### src/rtl/load_store_unit.sv
// RV32 load/store unit: one request at a time, word-aligned bus beats,
// word-crossing accesses either split into two beats or rejected.
module load_store_unit #(
    parameter int ADDR_W         = 32,
    parameter bit SPLIT_MISALIGN = 1'b1
) (
    input  logic              clk,
    input  logic              rst,
    input  logic              req_valid,
    output logic              req_ready,
    input  logic              req_store,
    input  logic [2:0]        req_funct3,
    input  logic [ADDR_W-1:0] req_addr,
    input  logic [31:0]       req_wdata,
    input  logic [4:0]        req_rd,
    output logic              bus_req,
    output logic              bus_we,
    output logic [ADDR_W-1:0] bus_addr,
    output logic [3:0]        bus_be,
    output logic [31:0]       bus_wdata,
    input  logic              bus_ack,
    input  logic [31:0]       bus_rdata,
    output logic              resp_valid,
    output logic [4:0]        resp_rd,
    output logic [31:0]       resp_data,
    output logic              resp_err,
    output logic              busy
);

    typedef enum logic [1:0] {IDLE, BEAT0, BEAT1, RESP} state_t;

    state_t state_reg, state_next;

    logic              store_reg;
    logic [2:0]        funct3_reg;
    logic [ADDR_W-1:0] addr_reg;
    logic [4:0]        rd_reg;
    logic              err_reg;
    logic              cross_reg;
    logic [7:0]        mask_reg;
    logic [63:0]       lanes_reg;
    logic [63:0]       buf_reg;

    logic        accept;
    logic        req_legal;
    logic [2:0]  req_size;
    logic [7:0]  req_base;
    logic        req_cross;
    logic        req_reject;

    assign accept = req_valid && (state_reg == IDLE);

    always_comb begin
        req_legal = 1'b0;
        case ({req_store, req_funct3})
            4'b0000, 4'b0001, 4'b0010, 4'b0100, 4'b0101,
            4'b1000, 4'b1001, 4'b1010: req_legal = 1'b1;
            default:                   req_legal = 1'b0;
        endcase
        case (req_funct3[1:0])
            2'b00:   begin req_size = 3'd1; req_base = 8'h01; end
            2'b01:   begin req_size = 3'd2; req_base = 8'h03; end
            default: begin req_size = 3'd4; req_base = 8'h0F; end
        endcase
        req_cross  = ({1'b0, req_addr[1:0]} + req_size) > 3'd4;
        req_reject = !req_legal || (req_cross && !SPLIT_MISALIGN);
    end

    // Byte mask and store lanes are precomputed at accept as 8-byte windows;
    // BEAT0 drives the low half, BEAT1 the high half.
    always_ff @(posedge clk) begin
        if (rst) begin
            store_reg  <= 1'b0;
            funct3_reg <= 3'b000;
            addr_reg   <= '0;
            rd_reg     <= 5'd0;
            err_reg    <= 1'b0;
            cross_reg  <= 1'b0;
            mask_reg   <= 8'h00;
            lanes_reg  <= 64'd0;
            buf_reg    <= 64'd0;
        end else begin
            if (accept) begin
                store_reg  <= req_store;
                funct3_reg <= req_funct3;
                addr_reg   <= req_addr;
                rd_reg     <= req_rd;
                err_reg    <= req_reject;
                cross_reg  <= req_cross;
                mask_reg   <= req_base << req_addr[1:0];
                lanes_reg  <= req_store ? ({32'd0, req_wdata} << {req_addr[1:0], 3'b000}) : 64'd0;
                buf_reg    <= 64'd0;
            end
            if (state_reg == BEAT0 && bus_ack) buf_reg[31:0]  <= bus_rdata;
            if (state_reg == BEAT1 && bus_ack) buf_reg[63:32] <= bus_rdata;
        end
    end

    always_ff @(posedge clk) begin
        if (rst) state_reg <= IDLE;
        else     state_reg <= state_next;
    end

    always_comb begin
        state_next = state_reg;
        case (state_reg)
            IDLE:    if (accept) state_next = req_reject ? RESP : BEAT0;
            BEAT0:   if (bus_ack) state_next = cross_reg ? BEAT1 : RESP;
            BEAT1:   if (bus_ack) state_next = RESP;
            default: state_next = IDLE;
        endcase
    end

    // Load alignment: shift the two-word buffer down by the byte offset, then
    // fill bytes beyond the access size with zero or the sign bit.
    logic [31:0] shifted;
    logic [31:0] load_result;
    logic [2:0]  load_size;
    logic        load_fill;

    assign shifted = 32'(buf_reg >> {addr_reg[1:0], 3'b000});

    always_comb begin
        case (funct3_reg[1:0])
            2'b00:   begin load_size = 3'd1; load_fill = !funct3_reg[2] && shifted[7];  end
            2'b01:   begin load_size = 3'd2; load_fill = !funct3_reg[2] && shifted[15]; end
            default: begin load_size = 3'd4; load_fill = 1'b0;                          end
        endcase
    end

    generate
        for (genvar gi = 0; gi < 4; gi++) begin : g_load_byte
            assign load_result[8*gi +: 8] = (3'(gi) < load_size) ? shifted[8*gi +: 8] : {8{load_fill}};
        end
    endgenerate

    logic [ADDR_W-1:0] beat_base;
    assign beat_base = {addr_reg[ADDR_W-1:2], 2'b00};

    always_comb begin
        req_ready  = (state_reg == IDLE);
        busy       = (state_reg != IDLE);
        bus_req    = 1'b0;
        bus_we     = 1'b0;
        bus_addr   = '0;
        bus_be     = 4'h0;
        bus_wdata  = 32'd0;
        resp_valid = 1'b0;
        resp_rd    = 5'd0;
        resp_data  = 32'd0;
        resp_err   = 1'b0;
        case (state_reg)
            BEAT0: begin
                bus_req   = 1'b1;
                bus_we    = store_reg;
                bus_addr  = beat_base;
                bus_be    = mask_reg[3:0];
                bus_wdata = lanes_reg[31:0];
            end
            BEAT1: begin
                bus_req   = 1'b1;
                bus_we    = store_reg;
                bus_addr  = beat_base + ADDR_W'(4);
                bus_be    = mask_reg[7:4];
                bus_wdata = lanes_reg[63:32];
            end
            RESP: begin
                resp_valid = 1'b1;
                resp_err   = err_reg;
                resp_rd    = store_reg ? 5'd0 : rd_reg;
                resp_data  = (store_reg || err_reg) ? 32'd0 : load_result;
            end
            default: ;
        endcase
    end

endmodule

### config.mk
export PLATFORM = sky130hd
export DESIGN_NAME = load_store_unit
export DESIGN_NICKNAME = d
export VERILOG_FILES = /design/src/rtl/load_store_unit.sv
export SDC_FILE = /design/constraint.sdc
export NUM_CORES = 1
export LEC_CHECK = 0
export ABC_AREA = 1
export BUFFER_PORTS_ARGS = -buffer_cell sky130_fd_sc_hd__buf_4
export CAP_MARGIN = 10
export CORE_UTILIZATION = 55
export DETAILED_ROUTE_END_ITERATION = 8
export GPL_ROUTABILITY_DRIVEN = 0
export PLACE_DENSITY = 0.81
export SLEW_MARGIN = 0
export SYNTH_ARGS = -nofsm -noshare
export SYNTH_HDL_FRONTEND = slang
export SYNTH_SLANG_ARGS = --single-unit
### constraint.sdc
create_clock -name clk -period 1.65 [get_ports clk]
set_input_delay 0.0825 -clock clk [delete_from_list [all_inputs] [get_ports clk]]
set_output_delay 0.0825 -clock clk [all_outputs]
set_load 0.02 [all_outputs]
==> metrics.cfg, run 1 <==
[outcome]
status=did not finish
flow.stopped_at=5_1_grt
error_message=[ERROR GRT-0232] Routing congestion too high. Check the congestion heatmap in the GUI.

[place]
place.port_buffers=217
post-dp-hpwl_um=22770
placed_cell_area_um2=11930

[sta]
timing.repair.worst_endpoint_type=top-level output
grt_worst_setup_endpoint=bus_addr[4]

[yosys]
post_synth.cell_area_avg_um2=6.246
dominantRegCellSynth=dfxtp_1
netlist_instances=1546
netlist-cell-type-count=41
mappedNetlistArea_um2=9657
synth_enable_flop_cells=0
ys_ff_latch=164
yosysSeqAreaShare=0.3400
asyncSetResetFlopFracSynth=0
yosysWarningCount=0

[die]
die_width_um=134.5
initial_cell_density_of_the_core=0.5602
io_pins=220
core.rowCount=48
die_boundary_height_um=134.5

[global_route]
track_usage=0.9455
maximum_number_of_pins_on_one_net_before_global_route_repair=120
grt_overflow_total=1187

[cts]
clock-root-buffer=clkbuf_16
cts_max_path_buffers=2
tritoncts.num_buffers=17
clock_sink_count=164
htree_num_levels=4

-- synthesized netlist by cell type (all sizes together) (3+ instances only) --
library cell,number,share of area
clkbuf,50,0.019
nor3,3,0.0016
a31oi,14,0.0091
nand2,385,0.15
buf,54,0.032
nand4,5,0.0032
a211oi,23,0.018
inv,182,0.072
dfxtp,164,0.34
ha,8,0.010
nor2,206,0.095
o22ai,47,0.030
a21oi,187,0.097
o21ai,130,0.067
nand3,74,0.039
o211ai,3,0.0023
-- through the flow --
stage                     setup TNS (ps)    util  setup WS (ps)  cells  hold WS [ps]
after floorplan                        0       -          7.612   1547         231.4
after global placement            -48.97  0.6920         -39.92   1968         332.4
after detailed placement           -1068  0.6920         -63.33   1968         345.8
after CTS                         -29140  0.8843         -391.7   2117         1.143
-- layer usage --
metal	GRT overflow	global-route usage
met5	0	0.2750
met2	843	1.229
met4	332	1.162
met1	7	0.8631
met3	5	0.6682
-- repair_timing --
action | in CTS
buffers inserted | 48
endpoints found under the setup margin | 159
resized for setup | 382
hold buffers | 57
endpoints found under the hold margin | 64
pin swaps | 83
gates cloned | 14
-- kinds of logic after synthesis --
kind of cell / count (synthesis) / synth area share
AND/OR/NAND/NOR: 677 / 0.2954
AO/OA/AOI/OAI: 408 / 0.2280
buffers and inverters: 287 / 0.1237
flip-flops: 164 / 0.3400
adder cells (fa/ha/maj): 9 / 0.01244
other: 1 / 0.0003883
==> inputs of run 2 (changes only) <==
--- a/config.mk
+++ b/config.mk
@@ -8,10 +8,10 @@
 export ABC_AREA = 1
 export BUFFER_PORTS_ARGS = -buffer_cell sky130_fd_sc_hd__buf_4
 export CAP_MARGIN = 10
-export CORE_UTILIZATION = 55
+export CORE_UTILIZATION = 40
 export DETAILED_ROUTE_END_ITERATION = 8
 export GPL_ROUTABILITY_DRIVEN = 0
-export PLACE_DENSITY = 0.81
+export PLACE_DENSITY_LB_ADDON = 0.15
 export SLEW_MARGIN = 0
 export SYNTH_ARGS = -nofsm -noshare
 export SYNTH_HDL_FRONTEND = slang
==> run 2 against run 1 <==
The flow now finishes, with violations (setup timing). Area after synthesis did not move. Synthesized cell count unchanged.
==> metrics.cfg, run 2 <==
[layout]
layout.cells.non_filler=2238
layout.core_utilization=0.6820
layout.filler_cells=1868
areaGrowthSynthToFinish_pct=66.27
nets=2025
proportion_of_layout_cells_with_a_drive_suffix_above_1=0.3658
final_cell_area_um2=16060
antenna-diode-count=0
most-common-layout-cells=nand2_1, buf_4, inv_1
most_common_cell_after_layout_fill_and_taps_aside=nand2_1

[job]
drv.max_cap_violation_count=0

[cts]
insertion_delay_ps=440
clock_sink_count=164
clkTransAtPathRegs_ps=70
tritoncts=built
htree_num_levels=4
cts_max_path_buffers=2
clock-root-buffer=clkbuf_16
tritoncts.num_buffers=17

[setup_path]
cp_slowest_stage_delay_ps=370
cp_slowest_cell=dfxtp_2
worstPathRequired_ps=1570
worstSetupEndpointType=primary output
critPathLaunchType=flip-flop
critPathMostFrequentCell=buf_4
critPathBufInv=5
timing.critical_path.max_delay_family=buffers and inverters
crit_chain=buf_6 -> clkinvlp_4 -> nor2_8 -> buf_4 -> buf_4 -> a31oi_1 -> nor4_2 -> buf_4
crit_path_max_fanout=4
timing.setup.critical_path_class=flip-flop to primary output
worst-endpoint-arrival_ps=2090

[yosys]
synth_commonest_cells=nand2_1, nor2_1, a21oi_1
synth_top_cell_area_share=0.3400
netlist-cell-type-count=41
yosysWarningCount=0
ys_ff_latch=164
post_synth.cell_area_avg_um2=6.246
mappedNetlistArea_um2=9657
synth_largest_area_cell=dfxtp_1
netlist_instances=1546
yosys-top-cells-area=dfxtp_1, nand2_1, a21oi_1, nor2_1, inv_1
asyncSetResetFlopFracSynth=0
synth_enable_flop_cells=0
dominantRegCellSynth=dfxtp_1
synthMostInstantiatedCell=nand2_1
yosysSeqAreaShare=0.3400

[global_route]
grt_pass1_vias=10908
number_of_antenna_violations_at_the_first_check_in_global_routing=0
grt_overflow_total=0
track_usage=0.3022
grt_pass1_wl_um=57660
maximum_number_of_pins_on_one_net_before_global_route_repair=58

[route]
ant_nets=0
remaining_drc_errors=0
detailedRoute.firstPassIterationCount=6
vias_per_cell=5.444
routed_wire_length_per_instance_um=18.25
drt_wl_total_um=40850
initialDrtViolationCount=1157
num_vias=12184

[min_path]
worst_hold_path_type=input pin to flip-flop

[die]
io_pins=220
initial_cell_density_of_the_core=0.4102
core_area_um2=23540
overall_die_area_um2=24770
core.rowCount=56
die_boundary_height_um=157.4
die_width_um=157.4

[place]
post-dp-hpwl_um=24370
place.port_buffers=217
placed_cell_area_um2=12140
dp_worst_slack_ps=-94.92
place.detailed.instances=2063

[power_and_ir_drop]
report.power.total_mw=21.33
total_leakage_power_nw=6.459
ir_drop_uv=793.2
power.density_cell_area_nw_per_um2=1328

[sta]
final.setup.worst_slack_ps=-525.6
final_setup_tns_ps=-36390
hold_ws_ps=9.503
report.final.hold_viol_count=0
grt_setup_unrepaired=true
max_freq_mhz=459.6
layout_worst_path_cycle_share=1.319
clock-skew-final_ps=8.575
post-route-min-period_ps=2176
setup_violations=102
drv_slew=0

[outcome]
status=finished with violations
failed_checks=setup timing

## run 2: cell counts after synthesis
No cell type changed its count.
## run 2: cell families after synthesis
logic type / Yosys count / synth area share
fa+ha+maj: 9 / 0.01244
compound gates: 408 / 0.2280
buf+inv: 287 / 0.1237
simple gates: 677 / 0.2954
other cells: 1 / 0.0003883
flops: 164 / 0.3400
## run 2: worst paths after layout
check | depth (start not counted) | startpoint | slack, ps | end
worst max-delay path | 8 | addr_reg[2]$_SDFFE_PP0P_ | -530 | bus_addr[7]
worst max register to register | 9 | state_reg[1]$_SDFFE_PP0P_ | 0 | buf_reg[49]$_SDFFE_PP0P_
worst min register to register | 2 | lanes_reg[13]$_SDFFE_PP0P_ | 470 | lanes_reg[13]$_SDFFE_PP0P_
worst min-delay path | 3 | req_addr[5] | 10 | addr_reg[5]$_SDFFE_PP0P_
## run 2: layer usage
metal  track usage  share of wire
met3       0.06470          0.089
met1        0.3938           0.41
met5             0              0
met2        0.4834           0.46
met4        0.1216          0.035
## run 2: layout make-up
type | instances | area (um2) | share of cell area
Clock buffer | 20 | 446.7 | 0.02782
Clock inverter | 11 | 152.6 | 0.009507
Inverter | 183 | 730.7 | 0.04551
Multi-Input combinational cell | 1096 | 6394 | 0.3982
Sequential cell | 164 | 3344 | 0.2083
Tap cell | 319 | 399.1 | 0.02486
Timing Repair Buffer | 445 | 4589 | 0.2858
## run 2: repair_timing
action                     CTS  global route
hold endpoints to repair    78             0
cloned                      10             8
gates resized for setup    300           181
setup endpoints to repair  105           167
hold buffers                60             0
pin swaps                   66            73
buffers inserted            42            27
## run 2: worst register-to-register path, cell delays in order, from the launching register on
cell	delay [ps]
dfxtp_4	390
buf_6	110
ha_4	220
buf_8	170
buf_6	130
nand2_8	70
clkbuf_16	200
o22ai_2	160
inv_1	60
nor2_1	90
## run 2: where the power goes
group / total (mW) / switching [mW] / internal, mW
registers: 5.08 / 0.531 / 4.55
logic: 12.0 / 6.60 / 5.43
clock network: 4.22 / 1.79 / 2.43
total: 21.3 / 8.92 / 12.4
(Power assumes the default switching activity.)
==> inputs of run 3 (changes only) <==
==> constraint.sdc (replaced) <==
create_clock -name clk -period 1.65 [get_ports clk]
set_input_delay 0.2475 -clock clk [delete_from_list [all_inputs] [get_ports clk]]
set_output_delay 0.2475 -clock clk [all_outputs]
set_load 0.02 [all_outputs]
==> run 3 against run 2 <==
The run still ends with setup timing left. Worst setup slack got worse by 150 ps. Via count rose by 4.5%. Routed wire length rose by 11%. Total power rose by 12%. Largest power group unchanged. Hold slack improved by 47 ps. Combinational power rose by 22%. Cell count fell by 0.22%. Global-route usage rose by 1.5 points. Clock power fell by 3%. Fmax fell by 6.3%. Critical endpoint is now bus_addr[23]. Largest cell class unchanged. Final area rose by 7.2%. Non-clock buffer count fell by 7.
==> metrics.cfg, run 3 (synthesized netlist as in run 2, its figures left out) <==
[sta]
drv_slew=0
report.final.hold_viol_count=0
clock-skew-final_ps=7.220
final.setup.worst_slack_ps=-672.6
max_freq_mhz=430.6
setup_violations=164
final_setup_tns_ps=-68460
layout_worst_path_cycle_share=1.408
post-route-min-period_ps=2323
slew_headroom=0.5989
worstMarginPinSlew_ps=601.6
grt_setup_unrepaired=true

[power_and_ir_drop]
report.power.total_mw=23.78
ir_drop_uv=902.6
total_leakage_power_nw=7.187
power.density_cell_area_nw_per_um2=1382

[route]
remaining_drc_errors=0
drt_wl_total_um=45460
num_vias=12737
initialDrtViolationCount=1418
detailedRoute.firstPassIterationCount=6
vias_per_cell=5.704
routed_wire_length_per_instance_um=20.36
ant_nets=0

[cts]
cts_max_path_buffers=2
clock_sink_count=164
cts_hold_buffers=0
clock-root-buffer=clkbuf_16
htree_num_levels=4
clkTransAtPathRegs_ps=80
insertion_delay_ps=450
tritoncts.num_buffers=17
tritoncts=built

[layout]
most_common_cell_after_layout_fill_and_taps_aside=nand2_1
areaGrowthSynthToFinish_pct=78.23
layout.filler_cells=1713
nets=2019
most-common-layout-cells=nand2_1, buf_4, inv_1
proportion_of_layout_cells_with_a_drive_suffix_above_1=0.4621
layout.core_utilization=0.7311
final_cell_area_um2=17210

[job]
drv.max_cap_violation_count=0

[place]
post-dp-hpwl_um=25710
place.port_buffers=217
placed_cell_area_um2=13000
dp_worst_slack_ps=-216.6

[min_path]
worst_hold_path_type=input pin to flip-flop

[die]
io_pins=220
overall_die_area_um2=24770
core.rowCount=56
initial_cell_density_of_the_core=0.4102
die_width_um=157.4
core_area_um2=23540
die_boundary_height_um=157.4

[setup_path]
cp_slowest_cell=dfxtp_2
cp_slowest_stage_delay_ps=380
timing.setup.critical_path_class=flip-flop to primary output
worstSetupEndpointType=primary output
critPathMostFrequentCell=nand2_1
crit_path_max_fanout=4
crit_chain=nand2_2 -> buf_4 -> nor2_1 -> nand2_1 -> nor2_2 -> nand4_1 -> nand2_1 -> a21oi_2 -> buf_6
worstPathRequired_ps=1400
critPathLaunchType=flip-flop
setup.reg_to_reg.worst_slack_ps=-350
worst-endpoint-arrival_ps=2080

[global_route]
grt_pass1_wl_um=60420
maximum_number_of_pins_on_one_net_before_global_route_repair=120
grt_pass1_vias=11174
number_of_antenna_violations_at_the_first_check_in_global_routing=1
grt_overflow_total=0
track_usage=0.3170

[outcome]
failed_checks=setup timing
status=finished with violations

[run 3: cell types whose count changed in the layout (fill, tap and decap cells not counted), sizes merged, moves of 2 or more]
cell | previous run | this run
buf | 376 | 428
inv | 180 | 187
dlygate4sd3 | 59 | 0
clkinvlp | 8 | 3
bufinv | 3 | 1
[run 3: layer usage]
layer,GRT usage,share of wire
met1,0.4132,0.38
met2,0.5095,0.47
met3,0.06085,0.10
met4,0.1327,0.045
met5,0,0
[run 3: final cells by class]
type,instances,area [um2],area share
Inverter,183,749.5,0.04354
Clock buffer,20,456.7,0.02653
Timing Repair inverter,1,20.02,0.001163
Tap cell,319,399.1,0.02319
Multi-Input combinational cell,1096,7496,0.4355
Antenna cell,1,2.502,0.0001454
Clock inverter,11,116.4,0.006761
Sequential cell,164,3321,0.1929
Timing Repair Buffer,438,4651,0.2702
[run 3: path summary, 6_finish.rpt]
| kind | startpoint | endpoint | depth (start not counted) |
|---|---|---|---|
| worst min register to register | lanes_reg[52]$_SDFFE_PP0P_ | lanes_reg[52]$_SDFFE_PP0P_ | 2 |
| worst max register to register | state_reg[0]$_SDFFE_PP0P_ | buf_reg[28]$_SDFFE_PP0P_ | 12 |
| worst max-delay path | addr_reg[11]$_SDFFE_PP0P_ | bus_addr[23] | 9 |
| worst min-delay path | req_addr[23] | addr_reg[23]$_SDFFE_PP0P_ | 3 |
[run 3: critical path, delay by kind of cell (launching register included)]
family,cells,cell delay (ps)
AOI/OAI and AO/OA,1,80
and+or+nand+nor,6,860
DFF,1,380
buffers and inverters,2,300
[run 3: power breakdown]
part	leakage, nW	internal [mW]	switching (mW)
sequential	1.35	4.53	0.562
clock	0.279	2.19	1.90
combinational	5.56	6.42	8.18
[run 3: metrics by stage]
stage	instances	hold slack, ps
finish	2233	56.63
global route	2233	90.36
CTS	2203	60.69
detailed placement	2116	456.2
global placement	2116	441.8
floorplan	1547	396.4
[run 3: what timing repair did]
item	in CTS	in global routing
buffers inserted	44	36
pin swaps	81	110
resized for setup	384	317
setup endpoints to repair	151	181
cloned	13	11
